**config.mk**
```make
export PLATFORM = sky130hd
export DESIGN_NAME = palette_mapper_pipe
export DESIGN_NICKNAME = d
export VERILOG_FILES = /design/src/rtl/palette_mapper_pipe.sv
export SDC_FILE = /design/constraint.sdc
export NUM_CORES = 1
export LEC_CHECK = 0
export ABC_AREA = 1
export CORE_AREA = 2 2 222 180
export DETAILED_ROUTE_END_ITERATION = 8
export DIE_AREA = 0 0 224 182
export PLACE_DENSITY_LB_ADDON = 0.12
export SLEW_MARGIN = 5
export SYNTH_ARGS = -nofsm -noshare
export SYNTH_HDL_FRONTEND = slang
export SYNTH_SLANG_ARGS = --single-unit
```
**constraint.sdc**
```tcl
create_clock -name Clk -period 4.2 [get_ports Clk]
set_input_delay 0.84 -clock Clk [delete_from_list [all_inputs] [get_ports Clk]]
set_output_delay 0.84 -clock Clk [all_outputs]
set_load 0.02 [all_outputs]
```
**src/rtl/palette_mapper_pipe.sv**
```systemverilog
// Programmable palette colour mapper with grid overlay on index 0 and a
// frame-paced fade-out/fade-in brightness engine; fixed two-cycle latency.
module palette_mapper_pipe #(
    parameter int unsigned INDEX_W   = 4,
    parameter int unsigned COLOR_W   = 8,
    parameter int unsigned GRID_LOG2 = 3,
    parameter int unsigned FADE_W    = 4
) (
    input  logic                   Clk,
    input  logic                   Reset_n,
    input  logic [9:0]             DrawX,
    input  logic [9:0]             DrawY,
    input  logic [INDEX_W-1:0]     PaletteIndex,
    input  logic                   pix_valid,
    input  logic                   frame_start,
    input  logic                   pal_we,
    input  logic [INDEX_W-1:0]     pal_waddr,
    input  logic [3*COLOR_W-1:0]   pal_wdata,
    input  logic                   grid_we,
    input  logic                   fade_start,
    input  logic                   fade_dir,
    output logic                   fade_busy,
    output logic [FADE_W:0]        fade_level,
    output logic [COLOR_W-1:0]     VGA_R,
    output logic [COLOR_W-1:0]     VGA_G,
    output logic [COLOR_W-1:0]     VGA_B,
    output logic                   out_valid
);

    localparam int unsigned DEPTH  = 2**INDEX_W;
    localparam int unsigned RGB_W  = 3*COLOR_W;
    localparam int unsigned LVL_W  = FADE_W + 1;
    localparam int unsigned PROD_W = COLOR_W + FADE_W + 1;
    localparam logic [LVL_W-1:0] LVL_MAX  = LVL_W'(2**FADE_W);
    localparam logic [RGB_W-1:0] GRID_RST = RGB_W'(24'hE7CAA0);

    typedef enum logic [1:0] {IDLE, FADE_OUT, DARK, FADE_IN} fade_state_t;

    logic [RGB_W-1:0] pal [DEPTH];
    logic [RGB_W-1:0] grid_rgb;
    logic             s1_valid;
    logic [RGB_W-1:0] s1_rgb;
    logic             grid_hit_c;
    fade_state_t      state_q, state_d;
    logic [LVL_W-1:0] level_d;
    logic             unused_draw;

    assign unused_draw = &{1'b0, DrawX[9:GRID_LOG2], DrawY[9:GRID_LOG2]};

    // Game's standard colours loaded at reset
    function automatic logic [RGB_W-1:0] reset_color(input int unsigned i);
        case (i)
            0:       return RGB_W'(24'hFAF7EB);
            2:       return RGB_W'(24'h262626);
            3:       return RGB_W'(24'h079CC2);
            4:       return RGB_W'(24'hC7C42B);
            5:       return RGB_W'(24'h5B8C20);
            6:       return RGB_W'(24'h595959);
            7:       return RGB_W'(24'hFDE87D);
            8:       return RGB_W'(24'h48926A);
            9:       return RGB_W'(24'hFAF7EB);
            default: return '0;
        endcase
    endfunction

    function automatic logic [COLOR_W-1:0] scale(input logic [COLOR_W-1:0] c,
                                                 input logic [LVL_W-1:0]   l);
        logic [PROD_W-1:0] p;
        p = PROD_W'(c) * PROD_W'(l);
        return COLOR_W'(p >> FADE_W);
    endfunction

    // Palette and grid colour register file; writes land at the edge
    always_ff @(posedge Clk) begin
        if (!Reset_n) begin
            for (int unsigned i = 0; i < DEPTH; i++) pal[i] <= reset_color(i);
            grid_rgb <= GRID_RST;
        end else begin
            if (pal_we)  pal[pal_waddr] <= pal_wdata;
            if (grid_we) grid_rgb       <= pal_wdata;
        end
    end

    assign grid_hit_c = (PaletteIndex == '0) &&
                        ((DrawX[GRID_LOG2-1:0] == '0) || (DrawY[GRID_LOG2-1:0] == '0));

    // Stage 1: palette lookup with grid override (reads pre-write contents)
    always_ff @(posedge Clk) begin
        if (!Reset_n) begin
            s1_valid <= 1'b0;
            s1_rgb   <= '0;
        end else begin
            s1_valid <= pix_valid;
            s1_rgb   <= grid_hit_c ? grid_rgb : pal[PaletteIndex];
        end
    end

    // Stage 2: brightness scaling with blanking
    always_ff @(posedge Clk) begin
        if (!Reset_n) begin
            out_valid <= 1'b0;
            VGA_R     <= '0;
            VGA_G     <= '0;
            VGA_B     <= '0;
        end else begin
            out_valid <= s1_valid;
            if (s1_valid) begin
                VGA_R <= scale(s1_rgb[3*COLOR_W-1 -: COLOR_W], fade_level);
                VGA_G <= scale(s1_rgb[2*COLOR_W-1 -: COLOR_W], fade_level);
                VGA_B <= scale(s1_rgb[COLOR_W-1:0], fade_level);
            end else begin
                VGA_R <= '0;
                VGA_G <= '0;
                VGA_B <= '0;
            end
        end
    end

    // Fade engine state and level registers
    always_ff @(posedge Clk) begin
        if (!Reset_n) begin
            state_q    <= IDLE;
            fade_level <= LVL_MAX;
            fade_busy  <= 1'b0;
        end else begin
            state_q    <= state_d;
            fade_level <= level_d;
            fade_busy  <= (state_d == FADE_OUT) || (state_d == FADE_IN);
        end
    end

    // Fade next-state: a starting edge only changes state, never the level
    always_comb begin
        state_d = state_q;
        level_d = fade_level;
        case (state_q)
            IDLE: begin
                if (fade_start) state_d = fade_dir ? FADE_IN : FADE_OUT;
            end
            FADE_OUT: begin
                if (frame_start) begin
                    if (fade_level != '0) level_d = fade_level - LVL_W'(1);
                    if (level_d == '0) state_d = DARK;
                end
            end
            DARK: begin
                if (fade_start && fade_dir) state_d = FADE_IN;
            end
            FADE_IN: begin
                if (frame_start) begin
                    if (fade_level != LVL_MAX) level_d = fade_level + LVL_W'(1);
                    if (level_d == LVL_MAX) state_d = IDLE;
                end
            end
            default: state_d = IDLE;
        endcase
    end

endmodule

```
==> impl_metrics.tcl, run 1 <==
set metrics [dict create \
    core.rowCount 65 \
    yosysMostFrequentCell "nor2_1" \
    cts_resized 0 \
    leakagePower_nw 10.7 \
    grt_max_degree 115 \
    grt_usage_pct 31.8 \
    post_cts.repair.setup_buffers 0 \
    dp_slack_ns 0.645 \
    endpoint_kind "register" \
    fin_cells 3110 \
    core_mm2 0.0388 \
    cts_root_buffer "clkbuf_16" \
    dieArea_mm2 0.0408 \
    hpwlAfterDp_mm 40.2 \
    final_antenna_net_count 0 \
    dp_cells 3025 \
    h-tree-depth 2 \
    drive_gt1_share_pct 5.90 \
    yosysTopAreaCell "edfxtp_1" \
    place_area_mm2 0.0246 \
    cts_hold_buf 0 \
    worst_pin_slew_ns 0.949 \
    syn_area_mm2 0.0232 \
    antenna_found_initial 0 \
    ys_seq_area_share_pct 56.6 \
    die_h_um 182 \
    min_from "grid_rgb[16]" \
    synthTopCellsByCount "nor2_1, nand2_1, edfxtp_1" \
    grt_pass1_vias 17707 \
    final.setup.worst_slack_ns 0.599 \
    slew_viol_final 0 \
    fmax_mhz 278 \
    synth_nets 2703 \
    routed_wl_mm 63.7 \
    peakVddDrop_uv 389 \
    cts_tree "built" \
    gr-total-overflow 0 \
    initial_utilization_pct 59.9 \
    yosys_most_used_dff "edfxtp_1" \
    port_buffers 76 \
    finalSetupTns_ns 0 \
    synth_area_leaders "edfxtp_1, nor2_1, nand2_1" \
    crit_fanout 32 \
    grt_first_pass_wirelength_mm 98.5 \
    vias 18292 \
    startpoint "fade_level[3]" \
    pin_count 91 \
    outcome "completed" \
    finalSetupViolations 0 \
    slew_headroom_pct 36.5 \
    routedWlPerCell_um 20.5 \
    cp.arrival_ns 4.08 \
    hp-class "reg2reg" \
    postSynthAreaPerCell_um2 9.16 \
    drtPass1Iterations 6 \
    synthCells 2539 \
    required_ns 4.68 \
    yosys_warnings 0 \
    path_clk_slew_ns 0.06 \
    maxCapViolCount 0 \
    hold_violations 0 \
    synth_cell_types 35 \
    die_w_um 224 \
    fin_total_pwr_mw 10.8 \
    cts_buffers 46 \
    rsz0062_at_grt "false" \
    async_reset_ff_share_pct 0 \
    drc_errors 0 \
    ctsLongestPathBuffers 3 \
    nNetsFinal 2735 \
    cts_sinks 465 \
    stdcell_area_mm2 0.0260 \
    synth_top_area_share_pct 49.6 \
    fin_skew_ns 0.0204 \
    num_antenna_cells 0 \
    synth-edff-count 384 \
    critPathLaunchType "register" \
    r2r_start "fade_level[3]" \
    drtIter0Drc 2140 \
    clkLatencyLatePin_ns 0.58 \
    critPathKind "reg2reg" \
    min_period_ns 3.60 \
    place.gp.congestion 0.924 \
    viasPerCell 5.88 \
    powerDensity_mw_per_mm2 416 \
    area_growth_pct 11.9 \
    ys_ff_latch 465 \
    post-route-period-util_pct 85.7 \
]
==> flip-flops by register name, summed over array words and instances, names as in the netlist <==
signal and count:
VGA_R 8, VGA_G 8, out_valid 1, state_q 2, fade_level 5, s1_valid 1
VGA_B 8, pal 384, grid_rgb 24, s1_rgb 24
==> layer usage <==
layer / global-route usage (%) / wire [um]
met5: 2.39 / 132
met4: 9.76 / 1650
met3: 5.50 / 6280
met2: 51.5 / 29900
met1: 43.9 / 25700
==> placed cells by master, fill, tap and decap left out, drive strengths merged, types with 3 or more instances in the layout <==
cell type	count
xnor2	3
inv	196
o21ai	240
a21oi	50
nand3	54
clkinv	43
clkbuf	61
dfxtp	81
o21bai	4
o22ai	72
fa	48
o211ai	40
clkdlybuf4s50	72
buf	72
edfxtp	384
bufinv	3
nor2	646
nand4	8
nand2	445
ha	56
nor3	8
xor2	10
==> layout make-up <==
class                           instances  area, um^2
Fill cell                            3063       12800
Clock inverter                         24         211
Multi-Input combinational cell       1694        8570
Clock buffer                           61        1250
Sequential cell                       465       13200
Tap cell                              502         628
Timing Repair Buffer                  144        1390
Inverter                              220         828
==> critical path, cell delays in order (launching register included) <==
cell	delay, ns
dfxtp_1	0.30
buf_4	0.33
nand2_1	0.09
inv_1	0.09
fa_1	0.43
fa_1	0.49
inv_1	0.05
fa_1	0.49
inv_1	0.05
ha_1	0.35
a21o_1	0.21
o21bai_1	0.16
nand2b_1	0.20
nand2_1	0.08
nand2_1	0.05
a21oi_1	0.14
==> where the power goes <==
part | switching [mW] | leakage (nW) | total, mW | internal, mW
sequential | 0.119 | 4.39 | 5.37 | 5.26
combinational | 0.926 | 5.61 | 1.36 | 0.431
clock | 1.80 | 0.716 | 4.08 | 2.29
total | 2.84 | 10.7 | 10.8 | 7.97
==> cells by family after synthesis <==
group,Yosys count,share of synthesized area [%]
xor gates and xnor gates,13,0.490
and+or+nand+nor,1163,19.3
buffers and inverters,380,6.64
AOI/OAI and AO/OA,414,9.85
DFF,465,56.6
adders and majority gates,104,7.15
==> stage by stage <==
stage	util (%)	hold WS (ns)
after global routing	67.1	0.492
after floorplan	-	0.441
after CTS	67.1	0.473
after global placement	63.3	0.450
final	67.1	0.475
after detailed placement	63.3	0.457
==> worst paths after layout <==
kind / depth (start not counted) / to / slack (ns)
worst max-delay path: 15 / VGA_G[4] / 0.60
worst min-delay path: 2 / grid_rgb[16] / 0.47
worst max register to register: 15 / VGA_G[4] / 0.60
worst min register to register: 2 / grid_rgb[16] / 0.47
Power figures use the tool's default switching activity.
==> run 2, diff against run 1 <==
--- a/config.mk
+++ b/config.mk
@@ -7,8 +7,10 @@
 export LEC_CHECK = 0
 export ABC_AREA = 1
 export CORE_AREA = 2 2 222 180
+export CTS_CLUSTER_SIZE = 12
 export DETAILED_ROUTE_END_ITERATION = 8
 export DIE_AREA = 0 0 224 182
+export HOLD_SLACK_MARGIN = 0.03
 export PLACE_DENSITY_LB_ADDON = 0.12
 export SLEW_MARGIN = 5
 export SYNTH_ARGS = -nofsm -noshare
==> impl_metrics.tcl, run 2 (synthesized netlist as in run 1, its figures left out) <==
set metrics [dict create \
    outcome "completed" \
    ctsLongestPathBuffers 3 \
    cts_resized 0 \
    core.rowCount 65 \
    drive_gt1_share_pct 5.37 \
    maxCapViolCount 0 \
    gr-total-overflow 0 \
    fmax_mhz 279 \
    pin_count 91 \
    grt_pass1_vias 17580 \
    die_w_um 224 \
    cp.arrival_ns 4.07 \
    vias 18240 \
    hp-class "reg2reg" \
    rsz0062_at_grt "false" \
    cts_hold_buf 0 \
    min_period_ns 3.58 \
    clkLatencyLatePin_ns 0.57 \
    path_delay_family "adder cells" \
    place.gp.congestion 0.924 \
    path_buf_inv 4 \
    peakVddDrop_uv 533 \
    cts_root_buffer "clkbuf_16" \
    viasPerCell 5.87 \
    drc_errors 0 \
    finalSetupViolations 0 \
    path_clk_slew_ns 0.06 \
    critPathLaunchType "register" \
    fin_skew_ns 0.0196 \
    dieArea_mm2 0.0408 \
    area_growth_pct 11.4 \
    grt_max_degree 115 \
    worst_pin_slew_ns 0.934 \
    critPathKind "reg2reg" \
    post-route-period-util_pct 85.3 \
    leakagePower_nw 10.6 \
    slew_headroom_pct 37.3 \
    crit_fanout 32 \
    grt_first_pass_wirelength_mm 98.5 \
    required_ns 4.68 \
    finalSetupTns_ns 0 \
    drtIter0Drc 2189 \
    cts_sinks 465 \
    hpwlAfterDp_mm 40.2 \
    largest_register_ffs 384 \
    powerDensity_mw_per_mm2 408 \
    endpoint_kind "register" \
    cts_tree "built" \
    final_cell_mix "nor2_1, nand2_1, edfxtp_1, o21ai_0, inv_1" \
    slew_viol_final 0 \
    top_register "pal" \
    core_mm2 0.0388 \
    final_common_cell "nor2_1" \
    critPathSlowestCell "fa_1" \
    reg_top3 "pal x384, grid_rgb x24, s1_rgb x24" \
    nNetsFinal 2735 \
    ff2ff_setup_slack_ns 0.62 \
    port_buffers 76 \
    drtPass1Iterations 5 \
    routedWlPerCell_um 20.4 \
    die_h_um 182 \
    hold_violations 0 \
    initial_utilization_pct 59.9 \
    cpPeakStageDelay_ns 0.49 \
    cts_buffers 46 \
    fin_util_pct 66.8 \
    post_cts.repair.setup_buffers 0 \
    final_antenna_net_count 0 \
    crit_chain "buf_4 -> nand2_1 -> inv_1 -> fa_1 -> fa_1 -> inv_1 -> fa_1 -> inv_1 -> ha_1 -> a21o_1 -> o21bai_1 -> nand2b_1 -> nand2_1 -> nand2_1 -> nor2_1" \
    num_antenna_cells 0 \
    antenna_found_initial 0 \
    routed_wl_mm 63.4 \
    h-tree-depth 2 \
    grt_usage_pct 31.7 \
]
## run 2: cell type report
| type | instances | area, um^2 |
|---|---|---|
| timing repair buffer | 144 | 1390 |
| sequential | 465 | 13200 |
| clock inverter | 6 | 32.5 |
| fill | 3065 | 12900 |
| inverter | 220 | 828 |
| multi-input combinational | 1694 | 8570 |
| clock buffer | 78 | 1310 |
| tap | 502 | 628 |
## run 2: power breakdown
part | internal, mW | switching, mW
clock network | 2.12 | 1.72
logic | 0.431 | 0.924
registers | 5.26 | 0.119
## run 2: final timing paths
| kind | cells after the start | to | from |
|---|---|---|---|
| worst max-delay path | 15 | VGA_G[3] | fade_level[3] |
| worst min-delay path | 2 | grid_rgb[16] | grid_rgb[16] |
| worst max register to register | 15 | VGA_G[3] | fade_level[3] |
| worst min register to register | 2 | grid_rgb[16] | grid_rgb[16] |
## run 2: through the flow
step | hold slack [ns] | power, mW | worst slack [ns] | area (um^2) | instances
final | 0.471 | 10.6 | 0.616 | 25900 | 3109
after global routing | 0.493 | 10.9 | 0.374 | 25900 | 3109
after CTS | 0.473 | 10.6 | 0.635 | 25900 | 3109
after detailed placement | 0.457 | 6.80 | 0.645 | 24600 | 3025
after global placement | 0.450 | 6.75 | 0.700 | 24600 | 3025
after floorplan | 0.441 | 6.31 | 0.473 | 23200 | 2539
## run 2: per-layer routing
metal	GRT usage (%)	part of all wire, %	vias to the layer above
met5	0	0	-
met4	9.07	2.6	0
met3	5.87	9.9	127
met2	51.5	47	873
met1	44.1	41	8814
li1	-	-	8426
## run 2: worst min-delay path, cell delays in order, from the launching register on
cell and delay, ns:
dfxtp_1 0.32, nand2_1 0.05, o211ai_1 0.06
